--- src/rtl/wt_hybche_partition_ctrl_if.sv ---
// Bundle between the hybrid-cache partition controller (slave side) and the
// cache core / config agent (master side).
interface wt_hybche_partition_ctrl_if #(
  parameter int NR_WAYS     = 8,
  parameter int INDEX_WIDTH = 8,
  parameter int DOMAIN_W    = 2
);
  logic [DOMAIN_W-1:0]    domain_i;
  logic                   flush_i;
  logic                   wbuffer_empty_i;
  logic                   cfg_we_i;
  logic [DOMAIN_W-1:0]    cfg_domain_i;
  logic [NR_WAYS-1:0]     cfg_way_mask_i;
  logic                   cfg_full_assoc_i;
  // Invalidation handshake: a beat transfers on a cycle where inval_req_o and
  // inval_gnt_i are both high; idx/mask stay stable while req waits for gnt.
  logic                   inval_req_o;
  logic [INDEX_WIDTH-1:0] inval_idx_o;
  logic [NR_WAYS-1:0]     inval_way_mask_o;
  logic                   inval_gnt_i;
  logic [NR_WAYS-1:0]     active_way_mask_o;
  logic                   full_assoc_o;
  logic [DOMAIN_W-1:0]    active_domain_o;
  logic                   stall_o;
  logic                   flush_ack_o;
  logic [2:0]             dbg_state_o;

  modport master (
    output domain_i, flush_i, wbuffer_empty_i, cfg_we_i, cfg_domain_i,
           cfg_way_mask_i, cfg_full_assoc_i, inval_gnt_i,
    input  inval_req_o, inval_idx_o, inval_way_mask_o, active_way_mask_o,
           full_assoc_o, active_domain_o, stall_o, flush_ack_o, dbg_state_o
  );

  modport slave (
    input  domain_i, flush_i, wbuffer_empty_i, cfg_we_i, cfg_domain_i,
           cfg_way_mask_i, cfg_full_assoc_i, inval_gnt_i,
    output inval_req_o, inval_idx_o, inval_way_mask_o, active_way_mask_o,
           full_assoc_o, active_domain_o, stall_o, flush_ack_o, dbg_state_o
  );
endinterface

--- src/rtl/wt_hybche_partition_ctrl.sv ---
// Hybrid-cache way partitioning per isolation domain: debounces domain switches,
// drains the write buffer and walks all sets invalidating the outgoing ways.
module wt_hybche_partition_ctrl #(
  parameter int NR_WAYS        = 8,
  parameter int INDEX_WIDTH    = 8,
  parameter int NR_DOMAINS     = 4,
  parameter int FLUSH_POLICY   = 2,
  parameter int HOLDOFF_CYCLES = 4
) (
  input logic                     clk_i,
  input logic                     rst_ni,
  wt_hybche_partition_ctrl_if.slave bus
);
  localparam int DOMAIN_W = (NR_DOMAINS > 1) ? $clog2(NR_DOMAINS) : 1;
  localparam int DL_W     = DOMAIN_W + 1;
  localparam int CNT_W    = (HOLDOFF_CYCLES > 1) ? $clog2(HOLDOFF_CYCLES + 1) : 1;
  localparam logic [NR_WAYS-1:0]     FULL_MASK = '1;
  localparam logic [INDEX_WIDTH-1:0] LAST_IDX  = '1;
  localparam logic [DL_W-1:0]        DOM_LIMIT = DL_W'(NR_DOMAINS);

  typedef enum logic [2:0] {S_IDLE, S_HOLDOFF, S_DRAIN, S_INVAL, S_DONE} state_e;

  logic [NR_WAYS-1:0]     tbl_mask_q [NR_DOMAINS];
  logic [NR_DOMAINS-1:0]  tbl_fa_q;
  state_e                 state_q, state_d;
  logic [DOMAIN_W-1:0]    active_q, active_d, pending_q, pending_d;
  logic                   pend_vld_q, pend_vld_d;
  logic [CNT_W-1:0]       cnt_q, cnt_d;
  logic [INDEX_WIDTH-1:0] idx_q, idx_d;
  logic [NR_WAYS-1:0]     mask_q, mask_d;
  logic                   flush_tag_q, flush_tag_d;
  logic                   flush_pend_q, flush_pend_d;
  logic                   flush_ack;
  logic                   cfg_ok;
  logic                   cnt_done;

  assign cfg_ok   = bus.cfg_we_i && (bus.cfg_way_mask_i != '0) &&
                    ({1'b0, bus.cfg_domain_i} < DOM_LIMIT);
  assign cnt_done = (32'(cnt_q) + 32'd1) >= 32'(HOLDOFF_CYCLES);

  always_ff @(posedge clk_i or negedge rst_ni) begin
    if (!rst_ni) begin
      for (int d = 0; d < NR_DOMAINS; d++) tbl_mask_q[d] <= '1;
      tbl_fa_q <= '0;
    end else if (cfg_ok) begin
      for (int d = 0; d < NR_DOMAINS; d++) begin
        if (bus.cfg_domain_i == DOMAIN_W'(d)) begin
          tbl_mask_q[d] <= bus.cfg_way_mask_i;
          tbl_fa_q[d]   <= bus.cfg_full_assoc_i;
        end
      end
    end
  end

  always_ff @(posedge clk_i or negedge rst_ni) begin
    if (!rst_ni) begin
      state_q      <= S_IDLE;
      active_q     <= DOMAIN_W'(NR_DOMAINS - 1);
      pending_q    <= '0;
      pend_vld_q   <= 1'b0;
      cnt_q        <= '0;
      idx_q        <= '0;
      mask_q       <= '0;
      flush_tag_q  <= 1'b0;
      flush_pend_q <= 1'b0;
    end else begin
      state_q      <= state_d;
      active_q     <= active_d;
      pending_q    <= pending_d;
      pend_vld_q   <= pend_vld_d;
      cnt_q        <= cnt_d;
      idx_q        <= idx_d;
      mask_q       <= mask_d;
      flush_tag_q  <= flush_tag_d;
      flush_pend_q <= flush_pend_d;
    end
  end

  always_comb begin
    state_d      = state_q;
    active_d     = active_q;
    pending_d    = pending_q;
    pend_vld_d   = pend_vld_q;
    cnt_d        = cnt_q;
    idx_d        = idx_q;
    mask_d       = mask_q;
    flush_tag_d  = flush_tag_q;
    flush_pend_d = flush_pend_q;
    flush_ack    = 1'b0;
    case (state_q)
      S_IDLE: begin
        if (bus.flush_i) begin
          state_d     = S_DRAIN;
          mask_d      = FULL_MASK;
          flush_tag_d = 1'b1;
          pend_vld_d  = 1'b0;
        end else if (bus.domain_i != active_q) begin
          state_d   = S_HOLDOFF;
          pending_d = bus.domain_i;
          cnt_d     = CNT_W'(1);
        end
      end
      S_HOLDOFF: begin
        if (bus.flush_i) begin
          state_d     = S_DRAIN;
          mask_d      = FULL_MASK;
          flush_tag_d = 1'b1;
          pend_vld_d  = 1'b1;
        end else if (bus.domain_i == active_q) begin
          state_d = S_IDLE;
        end else if (bus.domain_i != pending_q) begin
          pending_d = bus.domain_i;
          cnt_d     = CNT_W'(1);
        end else if (cnt_done) begin
          if (FLUSH_POLICY == 0) begin
            active_d = pending_q;
            state_d  = S_IDLE;
          end else begin
            // Outgoing domain's ways are the ones that may hold stale lines.
            state_d    = S_DRAIN;
            mask_d     = (FLUSH_POLICY == 1) ? FULL_MASK : tbl_mask_q[active_q];
            pend_vld_d = 1'b1;
          end
        end else begin
          cnt_d = cnt_q + CNT_W'(1);
        end
      end
      S_DRAIN, S_INVAL: begin
        if (bus.flush_i) begin
          if (mask_q == FULL_MASK) flush_tag_d  = 1'b1;
          else                     flush_pend_d = 1'b1;
        end
        if (state_q == S_DRAIN) begin
          if (bus.wbuffer_empty_i) begin
            state_d = S_INVAL;
            idx_d   = '0;
          end
        end else if (bus.inval_gnt_i) begin
          idx_d = idx_q + INDEX_WIDTH'(1);
          if (idx_q == LAST_IDX) state_d = S_DONE;
        end
      end
      S_DONE: begin
        flush_ack = flush_tag_q && (mask_q == FULL_MASK);
        if (pend_vld_q) begin
          active_d   = pending_q;
          pend_vld_d = 1'b0;
        end
        // A flush seen during a partial-mask walk needs its own full walk.
        if (flush_pend_q) begin
          state_d      = S_DRAIN;
          mask_d       = FULL_MASK;
          flush_tag_d  = 1'b1;
          flush_pend_d = 1'b0;
        end else begin
          state_d     = S_IDLE;
          flush_tag_d = 1'b0;
        end
      end
      default: state_d = S_IDLE;
    endcase
  end

  assign bus.inval_req_o       = (state_q == S_INVAL);
  assign bus.inval_idx_o       = idx_q;
  assign bus.inval_way_mask_o  = mask_q;
  assign bus.active_way_mask_o = tbl_mask_q[active_q];
  assign bus.full_assoc_o      = tbl_fa_q[active_q];
  assign bus.active_domain_o   = active_q;
  assign bus.stall_o           = (state_q != S_IDLE);
  assign bus.flush_ack_o       = flush_ack;
  assign bus.dbg_state_o       = state_q;
endmodule

--- src/flat_wrapper.sv ---
// flat-port wrapper written by rule: the top's interface ports become plain ports
module wt_hybche_partition_ctrl_flat 
#(
  parameter int NR_WAYS        = 8,
  parameter int INDEX_WIDTH    = 8,
  parameter int NR_DOMAINS     = 4,
  parameter int FLUSH_POLICY   = 2,
  parameter int HOLDOFF_CYCLES = 4
)
  (clk_i, rst_ni, bus_domain_i, bus_flush_i, bus_wbuffer_empty_i, bus_cfg_we_i, bus_cfg_domain_i, bus_cfg_way_mask_i, bus_cfg_full_assoc_i, bus_inval_gnt_i, bus_inval_req_o, bus_inval_idx_o, bus_inval_way_mask_o, bus_active_way_mask_o, bus_full_assoc_o, bus_active_domain_o, bus_stall_o, bus_flush_ack_o, bus_dbg_state_o);
  wt_hybche_partition_ctrl_if #(.NR_WAYS(NR_WAYS), .INDEX_WIDTH(INDEX_WIDTH)) bus_i ();
  input logic clk_i;
  input logic rst_ni;
  input wire logic [$bits(bus_i.domain_i)-1:0] bus_domain_i;
  input wire logic [$bits(bus_i.flush_i)-1:0] bus_flush_i;
  input wire logic [$bits(bus_i.wbuffer_empty_i)-1:0] bus_wbuffer_empty_i;
  input wire logic [$bits(bus_i.cfg_we_i)-1:0] bus_cfg_we_i;
  input wire logic [$bits(bus_i.cfg_domain_i)-1:0] bus_cfg_domain_i;
  input wire logic [$bits(bus_i.cfg_way_mask_i)-1:0] bus_cfg_way_mask_i;
  input wire logic [$bits(bus_i.cfg_full_assoc_i)-1:0] bus_cfg_full_assoc_i;
  input wire logic [$bits(bus_i.inval_gnt_i)-1:0] bus_inval_gnt_i;
  output wire logic [$bits(bus_i.inval_req_o)-1:0] bus_inval_req_o;
  output wire logic [$bits(bus_i.inval_idx_o)-1:0] bus_inval_idx_o;
  output wire logic [$bits(bus_i.inval_way_mask_o)-1:0] bus_inval_way_mask_o;
  output wire logic [$bits(bus_i.active_way_mask_o)-1:0] bus_active_way_mask_o;
  output wire logic [$bits(bus_i.full_assoc_o)-1:0] bus_full_assoc_o;
  output wire logic [$bits(bus_i.active_domain_o)-1:0] bus_active_domain_o;
  output wire logic [$bits(bus_i.stall_o)-1:0] bus_stall_o;
  output wire logic [$bits(bus_i.flush_ack_o)-1:0] bus_flush_ack_o;
  output wire logic [$bits(bus_i.dbg_state_o)-1:0] bus_dbg_state_o;
  assign bus_i.domain_i = bus_domain_i;
  assign bus_i.flush_i = bus_flush_i;
  assign bus_i.wbuffer_empty_i = bus_wbuffer_empty_i;
  assign bus_i.cfg_we_i = bus_cfg_we_i;
  assign bus_i.cfg_domain_i = bus_cfg_domain_i;
  assign bus_i.cfg_way_mask_i = bus_cfg_way_mask_i;
  assign bus_i.cfg_full_assoc_i = bus_cfg_full_assoc_i;
  assign bus_i.inval_gnt_i = bus_inval_gnt_i;
  assign bus_inval_req_o = bus_i.inval_req_o;
  assign bus_inval_idx_o = bus_i.inval_idx_o;
  assign bus_inval_way_mask_o = bus_i.inval_way_mask_o;
  assign bus_active_way_mask_o = bus_i.active_way_mask_o;
  assign bus_full_assoc_o = bus_i.full_assoc_o;
  assign bus_active_domain_o = bus_i.active_domain_o;
  assign bus_stall_o = bus_i.stall_o;
  assign bus_flush_ack_o = bus_i.flush_ack_o;
  assign bus_dbg_state_o = bus_i.dbg_state_o;
  wt_hybche_partition_ctrl #(.NR_WAYS(NR_WAYS), .INDEX_WIDTH(INDEX_WIDTH), .NR_DOMAINS(NR_DOMAINS), .FLUSH_POLICY(FLUSH_POLICY), .HOLDOFF_CYCLES(HOLDOFF_CYCLES)) u_core (.clk_i(clk_i), .rst_ni(rst_ni), .bus(bus_i));
endmodule
--- config.mk ---
export PLATFORM = sky130hd
export DESIGN_NAME = wt_hybche_partition_ctrl_flat
export DESIGN_NICKNAME = d
export VERILOG_FILES = /design/src/rtl/wt_hybche_partition_ctrl_if.sv /design/src/rtl/wt_hybche_partition_ctrl.sv /design/src/flat_wrapper.sv
export SDC_FILE = /design/constraint.sdc
export NUM_CORES = 1
export LEC_CHECK = 0
export BUFFER_PORTS_ARGS = -buffer_cell sky130_fd_sc_hd__buf_4
export CAP_MARGIN = 25
export CORE_ASPECT_RATIO = 0.6
export CORE_MARGIN = 2
export CORE_UTILIZATION = 55
export CTS_CLUSTER_DIAMETER = 100
export DETAILED_ROUTE_END_ITERATION = 8
export PLACE_DENSITY = 0.78
export SLEW_MARGIN = 15
export SYNTH_ARGS = -nofsm -noshare
export SYNTH_HDL_FRONTEND = slang
export SYNTH_SLANG_ARGS = --single-unit
--- constraint.sdc ---
create_clock -name clk_i -period 1.95 [get_ports clk_i]
set_input_delay 0.585 -clock clk_i [delete_from_list [all_inputs] [get_ports clk_i]]
set_output_delay 0.585 -clock clk_i [all_outputs]
set_load 0.02 [all_outputs]
==> impl_metrics.toml <==
[outcome]
outcome = "complete, but fails checks"
violations = "negative setup slack"

[timing]
timing.hold.ws_ps = 172
tns_ps = -3640
finalMaxSlewViolations = 0
finalCriticalPeriod_ps = 2380
final_setup_violation_count = 10
rsz_0062_raised_after_global_routing = "yes"
max_freq_ghz = 0.420
finalWorstSetupSlack_ps = -432
skew_ps = 6.13
slew_headroom = 0.708
final.period_utilization = 1.22
tightestPinTransition_ps = 438
finalHoldViolations = 0

[power_and_ir_drop]
power_frac_seq = 0.323
p_leak_uw = 0.00196
irDropWorstVdd_v = 0.000703
p_total_uw = 6360
pwr-share-comb = 0.483
power_switching_share = 0.359
power.share.clock = 0.193
power-per-cell-area_nw_per_um2 = 1400
internal_power_uw = 4080
switchingPower_uw = 2280

[worst_setup_path]
setup_crit_end_kind = "output pin"
critPathArrivalTime_ps = 1800
critical-path-top-cell-by-count = "buf_6"
criticalPathCategory = "reg2out"
required_worst_endpoint_ps = 1360
startpoint_type = "flop"
critical_path_peak_fanout = 4
critPathSlowestCell = "dfstp_2"
cp_cell_sequence = "buf_6, mux4_2, buf_6"
worst_path_dominant_cell_family = "flip-flops"
worst_path_largest_cell_delay_ps = 590
number_of_buffer_and_inverter_instances_along_the_worst_setup_path = 2

[finish]
multi_input_comb_area_sq_um = 1650
num_antenna_cells = 0
final_layout_size_suffix_gt1_frac = 0.585
layout_commonest_cell = "buf_4"
area_growth_syn_to_layout_pct = 34.5
final-seq-area_sq_um = 1670
num-fill-cells = 356
commonest_non_fill_non_tap_cells_in_the_layout = "buf_4, dfstp_2, dfrtp_1"
design_area_sq_um = 4540
nets = 373

[grt]
initial_antenna_violation_count = 0
globalRouteMet1Util = 0.373
number_of_global_route_vias_before_repair = 2492
grt_first_pass_wirelength_mm = 12.7
global_route.overflow_total = 0
grt_util_all_layers = 0.248
met2_resource_use_gr = 0.349
grt-busiest-layer = "met1"
grt_max_degree = 36
gr-usage-met3 = 0.0503

[logic_synthesis]
ys.warnings.count = 0
synthCells = 251
synth_nets = 272
synthesis.area_per_instance_sq_um = 13.5
asyncSetResetFlopFracSynth = 1.00
ys.flop_type = "dfstp_2"
synth.cell_area_sq_um = 3380
yosys.cell_types.count = 55
total_of_flip_flops_plus_latches_after_synthesis = 65
seq_area_frac_synth = 0.494
synth-edff-count = 0

[worst_hold_path]
hold_path_class = "in2async"

[place]
gp_routability_congestion = 0.826
placed_area_sq_um = 4070
dp_hpwl_mm = 5.35
port_buffers = 51

[floorplan]
floorplan.initialDensity = 0.560
die_w_um = 105
design.die.area_sq_um = 6800
die_height_um = 64.7
num_io_pins = 52
rows = 22
core_region_area_sq_um = 6030

[route]
dr.first_iter.drc_count = 120
antenna_left = 0
avgRoutedWirePerCell_um = 18.7
vias = 2499
first_drt_pass_iteration_count = 4
wirelength_mm = 8.24
detail_route.drc_violations = 0
detail_route.vias_per_cell = 5.67

[clock_tree]
cts.hold.buffers_added = 0
cts-buffers-inserted = 9
clk_pin_slew_ps = 70
cts_htree_levels = 3
tritoncts_clock_tree = "built"
clock_insertion_delay_worst_skew_ps = 350
clock-sinks = 65
ctsRootBufferMaster = "clkbuf_8"
cts-root-to-sink-buffers = 2

[flow_run]
maxCapViolCount = 0
-- power by group through the flow --
stage	logic [uW]	registers (uW)	clock network, uW
2_1_floorplan	1550	2040	0
3_3_place_gp	2390	2090	0
3_5_place_dp	2430	2100	0
4_1_cts	2860	2030	1230
5_1_grt	3270	2090	1310
6_report	3080	2060	1230
-- cells by family after synthesis --
| family | after synthesis | synth area share |
|---|---|---|
| compound gates | 35 | 0.0741 |
| xor+xnor | 10 | 0.0259 |
| fa+ha+maj | 2 | 0.00741 |
| buf+inv | 14 | 0.0326 |
| flops | 65 | 0.494 |
| mux | 50 | 0.231 |
| simple gates | 75 | 0.135 |
-- final timing paths --
path | start | endpoint | slack (ps) | depth (start not counted)
worst min-delay path | rst_ni | u_core.tbl_fa_q[2] | 170 | 1
worst max-delay path | u_core.bus.active_domain_o[0] | bus_active_way_mask_o[7] | -430 | 3
worst max register to register | u_core.bus.active_domain_o[0] | u_core.bus.inval_way_mask_o[3] | 20 | 6
worst min register to register | u_core.tbl_fa_q[0] | u_core.tbl_fa_q[0] | 510 | 1
min in group clk_i | bus_domain_i[0] | u_core.pending_q[0] | 490 | 2
max in group asynchronous | rst_ni | u_core.tbl_mask_q[5] | 1160 | 2
-- flip-flops by register name (all words and copies together), names as in the netlist --
signal                       count
u_core.tbl_mask_q               32
u_core.bus.inval_idx_o           8
u_core.bus.inval_way_mask_o      8
u_core.tbl_fa_q                  4
u_core.bus.dbg_state_o           3
u_core.cnt_q                     3
u_core.bus.active_domain_o       2
u_core.pending_q                 2
u_core.flush_pend_q              1
u_core.flush_tag_q               1
u_core.pend_vld_q                1
-- layer usage --
| metal | wire [um] | share of wire |
|---|---|---|
| met1 | 3980 | 0.48 |
| met2 | 3650 | 0.44 |
| met3 | 490 | 0.059 |
| met4 | 122 | 0.015 |
| met5 | 0 | 0 |
-- layout make-up --
type,count,area share
clock buffer,14,0.0383
clock inverter,2,0.00772
inverter,1,0.000827
multi-input combinational,172,0.363
sequential,65,0.368
tap,84,0.0231
timing repair buffer,103,0.199
-- repair_timing --
action / in CTS / in global routing
endpoints found under the setup margin: 13 / 16
endpoints found under the hold margin: 0 / 0
pin swaps: 2 / 6
cloned: 0 / 0
gates resized for setup: 19 / 17
setup buffers: 14 / 5
-- Yosys cell counts (2+ instances only) --
| library cell | number | area [sq um] |
|---|---|---|
| ha_1 | 2 | 25.0 |
| o21ai_0 | 2 | 10.0 |
| a211oi_1 | 3 | 22.5 |
| o2111ai_1 | 2 | 17.5 |
| nor3b_1 | 2 | 15.0 |
| and4_1 | 3 | 26.3 |
| and4b_1 | 3 | 30.0 |
| dfrtp_1 | 31 | 776 |
| clkbuf_1 | 2 | 7.51 |
| nand3_1 | 3 | 15.0 |
| and3_1 | 3 | 18.8 |
| buf_2 | 4 | 20.0 |
| a22o_1 | 2 | 17.5 |
| xnor2_1 | 7 | 61.3 |
| and2_2 | 2 | 15.0 |
| and2_1 | 4 | 25.0 |
| mux2_1 | 11 | 124 |
| nor4_1 | 10 | 62.6 |
| buf_6 | 7 | 78.8 |
| xor2_1 | 3 | 26.3 |
| mux4_1 | 4 | 105 |
| a21oi_1 | 13 | 65.1 |
| nor2_1 | 21 | 78.8 |
| nand4_1 | 4 | 25.0 |
| dfstp_2 | 34 | 893 |
| mux2_2 | 2 | 22.5 |
| mux4_2 | 5 | 113 |
| nand2_1 | 9 | 33.8 |
| mux2_4 | 27 | 405 |
-- worst reg2reg max path: cells and delay by family, from the launching register on --
kind,cells,cell delay [ps]
flip-flops,1,590
multiplexers,1,540
buffers and inverters,3,370
AND/OR/NAND/NOR,1,220
AO/OA/AOI/OAI,1,70
-- through the flow --
stage | util | setup slack, ps | cells
2_1_floorplan | - | -86.0 | 251
3_3_place_gp | 0.675 | -161 | 406
3_5_place_dp | 0.675 | -172 | 406
4_1_cts | 0.734 | -429 | 436
5_1_grt | 0.753 | -479 | 441
6_report | 0.753 | -432 | 441
Power figures use the tool's default switching activity.
